--- src/rtl/qspi_fb_arbiter.sv ---
// Framebuffer QSPI RAM owner: runs the RAM init sequence, then arbitrates VGA read bursts
// (high priority) against FIFO-buffered pixel writes. Optional macro: QSPI_WRITE_BURST_EN.
module qspi_fb_arbiter #(
  parameter int ADDR_WIDTH = 24,
  parameter int FIFO_DEPTH = 4,
  parameter int READ_BURST = 8,
  parameter int READ_DUMMY = 6
) (
  input  logic                  clk,
  input  logic                  rst_n,
  output logic                  init_done,
  input  logic                  rd_req,
  input  logic [ADDR_WIDTH-1:0] rd_addr,
  output logic [3:0]            rd_data,
  output logic                  rd_valid,
  output logic                  rd_overrun,
  input  logic                  wr_valid,
  output logic                  wr_ready,
  input  logic [ADDR_WIDTH-1:0] wr_addr,
  input  logic [3:0]            wr_data,
  output logic [3:0]            data_out,
  output logic [3:0]            data_dir,
  input  logic [3:0]            data_in,
  output logic                  chip_enable
);

  localparam int PTR_W = $clog2(FIFO_DEPTH);
  localparam logic [7:0]     DUMMY_LAST = 8'(READ_DUMMY - 1);
  localparam logic [7:0]     RDATA_LAST = 8'(READ_BURST - 1);
  localparam logic [PTR_W:0] FIFO_FULL  = (PTR_W+1)'(FIFO_DEPTH);

  typedef enum logic [3:0] {
    INIT_GAP, INIT_CMD, IDLE, CMD, ADDR, DUMMY, RDATA, WDATA, CE_GAP
  } state_t;

  state_t                state_q, state_d;
  logic [7:0]            cnt_q, cnt_d;
  logic [1:0]            init_idx_q, init_idx_d;
  logic                  init_done_q, init_done_d;
  logic                  rd_pending_q, rd_pending_d;
  logic                  op_rd_q, op_rd_d;
  logic [ADDR_WIDTH-1:0] rd_addr_q, rd_addr_d;
  logic [ADDR_WIDTH-1:0] cur_addr_q, cur_addr_d;
  logic [3:0]            rd_data_q;
  logic                  rd_valid_q, rd_overrun_q;

  logic [ADDR_WIDTH-1:0] fifo_addr_q [FIFO_DEPTH];
  logic [3:0]            fifo_data_q [FIFO_DEPTH];
  logic [PTR_W-1:0]      wptr_q, rptr_q;
  logic [PTR_W:0]        count_q, count_d;
  logic                  push, pop, fifo_empty;

`ifdef QSPI_WRITE_BURST_EN
  localparam logic [PTR_W:0] CNT_ONE   = (PTR_W+1)'(1);
  localparam logic [PTR_W:0] BURST_CAP = (PTR_W+1)'(FIFO_DEPTH - 1);
  logic [PTR_W:0]   burst_q, burst_d;
  logic [PTR_W-1:0] nxt_ptr;
  assign nxt_ptr = rptr_q + 1'b1;
`endif

  logic       launch_rd, read_busy, rd_accept;
  logic [7:0] init_byte, cmd_byte;
  logic [23:0] addr_pad;
  logic [3:0] addr_nib;

  assign init_done  = init_done_q;
  assign rd_data    = rd_data_q;
  assign rd_valid   = rd_valid_q;
  assign rd_overrun = rd_overrun_q;

  assign fifo_empty = (count_q == '0);
  assign wr_ready   = (count_q != FIFO_FULL);
  assign push       = wr_valid && wr_ready;
  assign pop        = (state_q == WDATA);

  always_comb begin
    count_d = count_q;
    case ({push, pop})
      2'b10:   count_d = count_q + 1'b1;
      2'b01:   count_d = count_q - 1'b1;
      default: count_d = count_q;
    endcase
  end

  always_comb begin
    init_byte = 8'h35;
    case (init_idx_q)
      2'd0:    init_byte = 8'h66;
      2'd1:    init_byte = 8'h99;
      default: init_byte = 8'h35;
    endcase
    cmd_byte = op_rd_q ? 8'hEB : 8'h38;
    addr_pad = 24'(cur_addr_q);
    addr_nib = addr_pad[3:0];
    case (cnt_q[2:0])
      3'd0:    addr_nib = addr_pad[23:20];
      3'd1:    addr_nib = addr_pad[19:16];
      3'd2:    addr_nib = addr_pad[15:12];
      3'd3:    addr_nib = addr_pad[11:8];
      3'd4:    addr_nib = addr_pad[7:4];
      default: addr_nib = addr_pad[3:0];
    endcase
  end

  always_comb begin
    state_d     = state_q;
    cnt_d       = cnt_q;
    init_idx_d  = init_idx_q;
    init_done_d = init_done_q;
    op_rd_d     = op_rd_q;
    cur_addr_d  = cur_addr_q;
    launch_rd   = 1'b0;
    chip_enable = 1'b1;
    data_dir    = 4'h0;
    data_out    = 4'h0;
`ifdef QSPI_WRITE_BURST_EN
    burst_d     = burst_q;
`endif
    case (state_q)
      INIT_GAP: begin
        if (cnt_q == 8'd1) begin
          cnt_d = '0;
          if (init_idx_q == 2'd3) begin
            state_d     = IDLE;
            init_done_d = 1'b1;
          end else begin
            state_d = INIT_CMD;
          end
        end else begin
          cnt_d = cnt_q + 1'b1;
        end
      end
      INIT_CMD: begin
        chip_enable = 1'b0;
        data_dir    = 4'h1;
        data_out    = {3'b000, init_byte[3'd7 - cnt_q[2:0]]};
        if (cnt_q == 8'd7) begin
          cnt_d      = '0;
          init_idx_d = init_idx_q + 1'b1;
          state_d    = INIT_GAP;
        end else begin
          cnt_d = cnt_q + 1'b1;
        end
      end
      // CE_GAP arbitrates too, so back-to-back transactions see a single CE-high cycle
      IDLE, CE_GAP: begin
        state_d = IDLE;
        cnt_d   = '0;
        if (init_done_q && rd_pending_q) begin
          state_d    = CMD;
          op_rd_d    = 1'b1;
          cur_addr_d = rd_addr_q;
          launch_rd  = 1'b1;
        end else if (init_done_q && !fifo_empty) begin
          state_d    = CMD;
          op_rd_d    = 1'b0;
          cur_addr_d = fifo_addr_q[rptr_q];
        end
      end
      CMD: begin
        chip_enable = 1'b0;
        data_dir    = 4'hF;
        data_out    = (cnt_q == 8'd0) ? cmd_byte[7:4] : cmd_byte[3:0];
        if (cnt_q == 8'd1) begin
          cnt_d   = '0;
          state_d = ADDR;
        end else begin
          cnt_d = cnt_q + 1'b1;
        end
      end
      ADDR: begin
        chip_enable = 1'b0;
        data_dir    = 4'hF;
        data_out    = addr_nib;
        if (cnt_q == 8'd5) begin
          cnt_d   = '0;
          state_d = op_rd_q ? DUMMY : WDATA;
`ifdef QSPI_WRITE_BURST_EN
          burst_d = '0;
`endif
        end else begin
          cnt_d = cnt_q + 1'b1;
        end
      end
      DUMMY: begin
        chip_enable = 1'b0;
        if (cnt_q == DUMMY_LAST) begin
          cnt_d   = '0;
          state_d = RDATA;
        end else begin
          cnt_d = cnt_q + 1'b1;
        end
      end
      RDATA: begin
        chip_enable = 1'b0;
        if (cnt_q == RDATA_LAST) begin
          cnt_d   = '0;
          state_d = CE_GAP;
        end else begin
          cnt_d = cnt_q + 1'b1;
        end
      end
      WDATA: begin
        chip_enable = 1'b0;
        data_dir    = 4'hF;
        data_out    = fifo_data_q[rptr_q];
`ifdef QSPI_WRITE_BURST_EN
        if ((count_q > CNT_ONE) && (fifo_addr_q[nxt_ptr] == cur_addr_q + 1'b1) &&
            !rd_pending_q && (burst_q != BURST_CAP)) begin
          cur_addr_d = cur_addr_q + 1'b1;
          burst_d    = burst_q + 1'b1;
        end else begin
          state_d = CE_GAP;
        end
`else
        state_d = CE_GAP;
`endif
      end
      default: begin
        state_d = INIT_GAP;
        cnt_d   = 8'd1;
      end
    endcase

    read_busy    = op_rd_q && (state_q inside {CMD, ADDR, DUMMY, RDATA});
    rd_accept    = rd_req && !rd_pending_q && !read_busy;
    rd_pending_d = rd_accept ? 1'b1 : (launch_rd ? 1'b0 : rd_pending_q);
    rd_addr_d    = rd_accept ? rd_addr : rd_addr_q;
  end

  always_ff @(posedge clk) begin
    if (!rst_n) begin
      state_q      <= INIT_GAP;
      cnt_q        <= 8'd1;
      init_idx_q   <= '0;
      init_done_q  <= 1'b0;
      rd_pending_q <= 1'b0;
      op_rd_q      <= 1'b0;
      wptr_q       <= '0;
      rptr_q       <= '0;
      count_q      <= '0;
      rd_valid_q   <= 1'b0;
      rd_data_q    <= 4'h0;
      rd_overrun_q <= 1'b0;
    end else begin
      state_q      <= state_d;
      cnt_q        <= cnt_d;
      init_idx_q   <= init_idx_d;
      init_done_q  <= init_done_d;
      rd_pending_q <= rd_pending_d;
      op_rd_q      <= op_rd_d;
      count_q      <= count_d;
      if (push) wptr_q <= wptr_q + 1'b1;
      if (pop)  rptr_q <= rptr_q + 1'b1;
      rd_valid_q   <= (state_q == RDATA);
      if (state_q == RDATA) rd_data_q <= data_in;
      rd_overrun_q <= rd_req && !rd_accept;
    end
  end

  always_ff @(posedge clk) begin
    rd_addr_q  <= rd_addr_d;
    cur_addr_q <= cur_addr_d;
`ifdef QSPI_WRITE_BURST_EN
    burst_q    <= burst_d;
`endif
    if (push) begin
      fifo_addr_q[wptr_q] <= wr_addr;
      fifo_data_q[wptr_q] <= wr_data;
    end
  end

endmodule

--- config.mk ---
export PLATFORM = sky130hd
export DESIGN_NAME = qspi_fb_arbiter
export DESIGN_NICKNAME = d
export VERILOG_FILES = /design/src/rtl/qspi_fb_arbiter.sv
export SDC_FILE = /design/constraint.sdc
export NUM_CORES = 1
export LEC_CHECK = 0
export ABC_AREA = 1
export CAP_MARGIN = 15
export CORE_ASPECT_RATIO = 0.75
export CORE_UTILIZATION = 35
export DETAILED_ROUTE_END_ITERATION = 8
export PLACE_DENSITY = 0.64
export RECOVER_POWER = 25
export SLEW_MARGIN = 20
export SYNTH_ARGS = -nofsm -noshare
export SYNTH_HDL_FRONTEND = slang
export SYNTH_SLANG_ARGS = --single-unit
--- constraint.sdc ---
create_clock -name clk -period 3.9 [get_ports clk]
set_input_delay 0.975 -clock clk [delete_from_list [all_inputs] [get_ports clk]]
set_output_delay 0.975 -clock clk [all_outputs]
set_load 0.01 [all_outputs]
==> impl_metrics.env <==
export IMPL_cts_buffer_depth=2
export IMPL_syn_nets=838
export IMPL_use_met1_pct=23.5
export IMPL_r2r_slack_ns=1.58
export IMPL_first_global_vias=5163
export IMPL_skew_ns=0.00951
export IMPL_drtIter0Drc=348
export IMPL_synth_fa_ha_area_share_pct=3.03
export IMPL_met2_usage_pct=23.3
export IMPL_worst_ep_arrival_time_ns=2.75
export IMPL_port_buffers=76
export IMPL_hold_class="reg2reg"
export IMPL_hold_buffers=0
export IMPL_die_h_um=134
export IMPL_synth_simple_gate_area_share_pct=17.4
export IMPL_cts_resized=1
export IMPL_hold_ws_ns=0.467
export IMPL_rows=47
export IMPL_final_design_area_no_fill_sq_mm=0.00981
export IMPL_ir_drop_mv=0.384
export IMPL_synth_warnings=0
export IMPL_nFillCells=2079
export IMPL_p_leak_uw=0.00363
export IMPL_clkLatencyLatePin_ns=0.43
export IMPL_cts_setup_buffers=0
export IMPL_fmax_mhz=269
export IMPL_place_gp_congestion=0.912
export IMPL_synth_compound_area_share_pct=8.07
export IMPL_path_class="reg2out"
export IMPL_tns_ns=0
export IMPL_min_delay_path_depth=2
export IMPL_power_density_mw_per_mm2=506
export IMPL_required_ns=2.92
export IMPL_final_net_count=919
export IMPL_cts_buffers=17
export IMPL_rsz0062_at_grt="false"
export IMPL_hp_start="rptr_q[1]"
export IMPL_area_growth_pct=21.4
export IMPL_yosysSeqAreaShare_pct=67.4
export IMPL_grt_antenna_before_repair=1
export IMPL_status="finished, final reports clean"
export IMPL_dr_pass1_iters=5
export IMPL_yosys_area_top_type="edfxtp_1"
export IMPL_slowest_delay_ns=0.52
export IMPL_via_count=5484
export IMPL_placed_cell_area_sq_mm=0.00920
export IMPL_synth_avg_cell_area_sq_um=10.6
export IMPL_stdcell_count=1148
export IMPL_synth_xor_area_share_pct=0
export IMPL_crit_chain="clkinv_1, ha_2, inv_1, nor3_2, inv_1, ha_1, nand2_1, nand2_1, nand3b_1, clkdlybuf4s50_1"
export IMPL_grt_pass1_wl_mm=28.3
export IMPL_dp_cells=1115
export IMPL_die_w_um=177
export IMPL_syn_area_sq_mm=0.00808
export IMPL_vias_per_cell=4.78
export IMPL_yosys_cell_types_count=27
export IMPL_busiest_layer="met1"
export IMPL_fin_util_pct=43.9
export IMPL_synth_top_area_share_pct=59.5
export IMPL_min_to="rptr_q[1]"
export IMPL_cts_tree="built"
export IMPL_synth_seq_cells=192
export IMPL_drtAntennaViolNets=0
export IMPL_tightestPinTransition_ns=0.942
export IMPL_path_clk_slew_ns=0.07
export IMPL_max_cap_violations=0
export IMPL_syn_inst=759
export IMPL_synthMuxAreaShare_pct=0
export IMPL_end_kind="output pin"
export IMPL_drv_slew=0
export IMPL_grt_max_degree=50
export IMPL_hold_viol=0
export IMPL_routedWlPerCell_um=15.6
export IMPL_post_route_min_period_ns=3.72
export IMPL_max_slew_margin_pct=37.2
export IMPL_wirelength_mm=18.0
export IMPL_cts_htree_levels=4
export IMPL_die_area_sq_mm=0.0237
export IMPL_layout_drive_gt1_share_pct=7.74
export IMPL_reg2reg_from="state_q[1]"
export IMPL_worstSetupStartpointType="flip-flop"
export IMPL_fin_crit_sh_pct=95.5
export IMPL_synth_top_family_by_area="simple AND/OR/NAND/NOR gates"
export IMPL_finalSetupViolations=0
export IMPL_ios=77
export IMPL_clock_sinks=192
export IMPL_rr_worst_depth=11
export IMPL_grt_overflow_total=0
export IMPL_core_area_sq_mm=0.0223
export IMPL_start_util_pct=36.2
export IMPL_root_buffer="clkbuf_16"
export IMPL_r2r_end="count_q[2]"
export IMPL_synthTopCellsByArea="edfxtp_1, nor2_1, dfxtp_1, nand2_1, o21ai_0"
export IMPL_drc=0
export IMPL_use_met3_pct=3.97
export IMPL_cp_slowest_cell="clkdlybuf4s50_1"
export IMPL_dp_hpwl_mm=11.8
export IMPL_track_usage_pct=16.0
export IMPL_cp_max_fo=9
## per-stage QoR
step	setup slack [ns]	power, uW
3_5_place_dp	0.479	3280
3_3_place_gp	0.562	3270
4_1_cts	0.0904	5000
5_1_grt	0.0167	5190
2_1_floorplan	1.15	2960
6_report	0.177	4970
## registers in the layout, indices dropped and copies added, names as in the netlist, named ones only
| register | count |
|---|---|
| state_q | 4 |
| rd_data | 4 |
| rd_overrun | 1 |
| rd_pending_q | 1 |
| fifo_addr_q | 96 |
| cnt_q | 8 |
| wptr_q | 2 |
| count_q | 3 |
| rd_valid | 1 |
| addr_pad | 24 |
| rd_addr_q | 24 |
| rptr_q | 2 |
| op_rd_q | 1 |
| fifo_data_q | 16 |
| init_idx_q | 2 |
| init_done | 1 |
## worst max-delay path: cells and delay by family, from the launching register on
kind	cells	cell delay [ns]
buffers and inverters	4	0.85
and+or+nand+nor	4	0.58
adders and majority gates	2	0.53
DFF	1	0.36
## Yosys cell counts
cell	count
o21ai_1	1
nand2_1	106
nand3_1	43
o211ai_1	1
nand3_4	1
clkbuf_1	14
nor2_2	4
o21bai_1	3
nand4_1	2
a21oi_1	20
edfxtp_1	160
nor3_1	7
nor2_1	175
buf_2	8
inv_2	3
ha_1	18
buf_4	4
buf_1	2
dfxtp_1	32
clkinv_1	2
nand2_4	2
o21ai_0	72
inv_1	50
fa_1	1
a31oi_1	25
nand3b_1	1
nand2_2	2
## cell usage in the layout (no fill, tap or decap), types with 19 or more instances in the layout
master,count
nor2_1,170
edfxtp_1,160
nand2_1,106
o21ai_0,72
inv_1,49
nand3_1,43
dlygate4sd3_1,42
clkdlybuf4s50_1,34
dfxtp_1,31
a31oi_1,25
a21oi_1,20
clkbuf_16,19
## cells by family after synthesis
kind of cell | after synthesis
adder cells (fa/ha/maj) | 19
AND/OR/NAND/NOR | 343
buffers and inverters | 83
AO/OA/AOI/OAI | 122
flip-flops | 192
## layout make-up
type / count / area, sq um / share of cell area (%)
diodes: 1 / 2.50 / 0.0255
clock buffers: 22 / 507 / 5.17
clock inverters: 10 / 91.3 / 0.931
inverters: 55 / 206 / 2.11
multi-input cells: 484 / 2320 / 23.7
flip-flops and latches: 192 / 5450 / 55.5
well taps: 294 / 368 / 3.75
repair buffers: 90 / 866 / 8.83
## power breakdown
group	total (uW)	leakage, uW	switching (uW)	internal (uW)
logic	863	0.00161	535	328
registers	2370	0.00173	47.8	2330
clock network	1730	0.000289	784	944
total	4970	0.00363	1370	3600
## per-layer routing
| metal | wire length, um | share of wire (%) |
|---|---|---|
| met5 | 0 | 0 |
| met4 | 157 | 0.87 |
| met3 | 1100 | 6.1 |
| met2 | 7850 | 44 |
| met1 | 8850 | 49 |
## worst max-delay path by stage
| stage | to | start | slack, ns |
|---|---|---|---|
| 2_1_floorplan | fifo_addr_q[0][0] | wr_valid | 1.15 |
| 3_3_place_gp | data_out[0] | cnt_q[1] | 0.56 |
| 3_5_place_dp | data_out[0] | cnt_q[1] | 0.48 |
| 4_1_cts | data_out[0] | cnt_q[1] | 0.09 |
| 5_1_grt | data_out[0] | cnt_q[0] | 0.02 |
| 6_report | data_out[0] | cnt_q[0] | 0.18 |
Power figures use the tool's default switching activity.
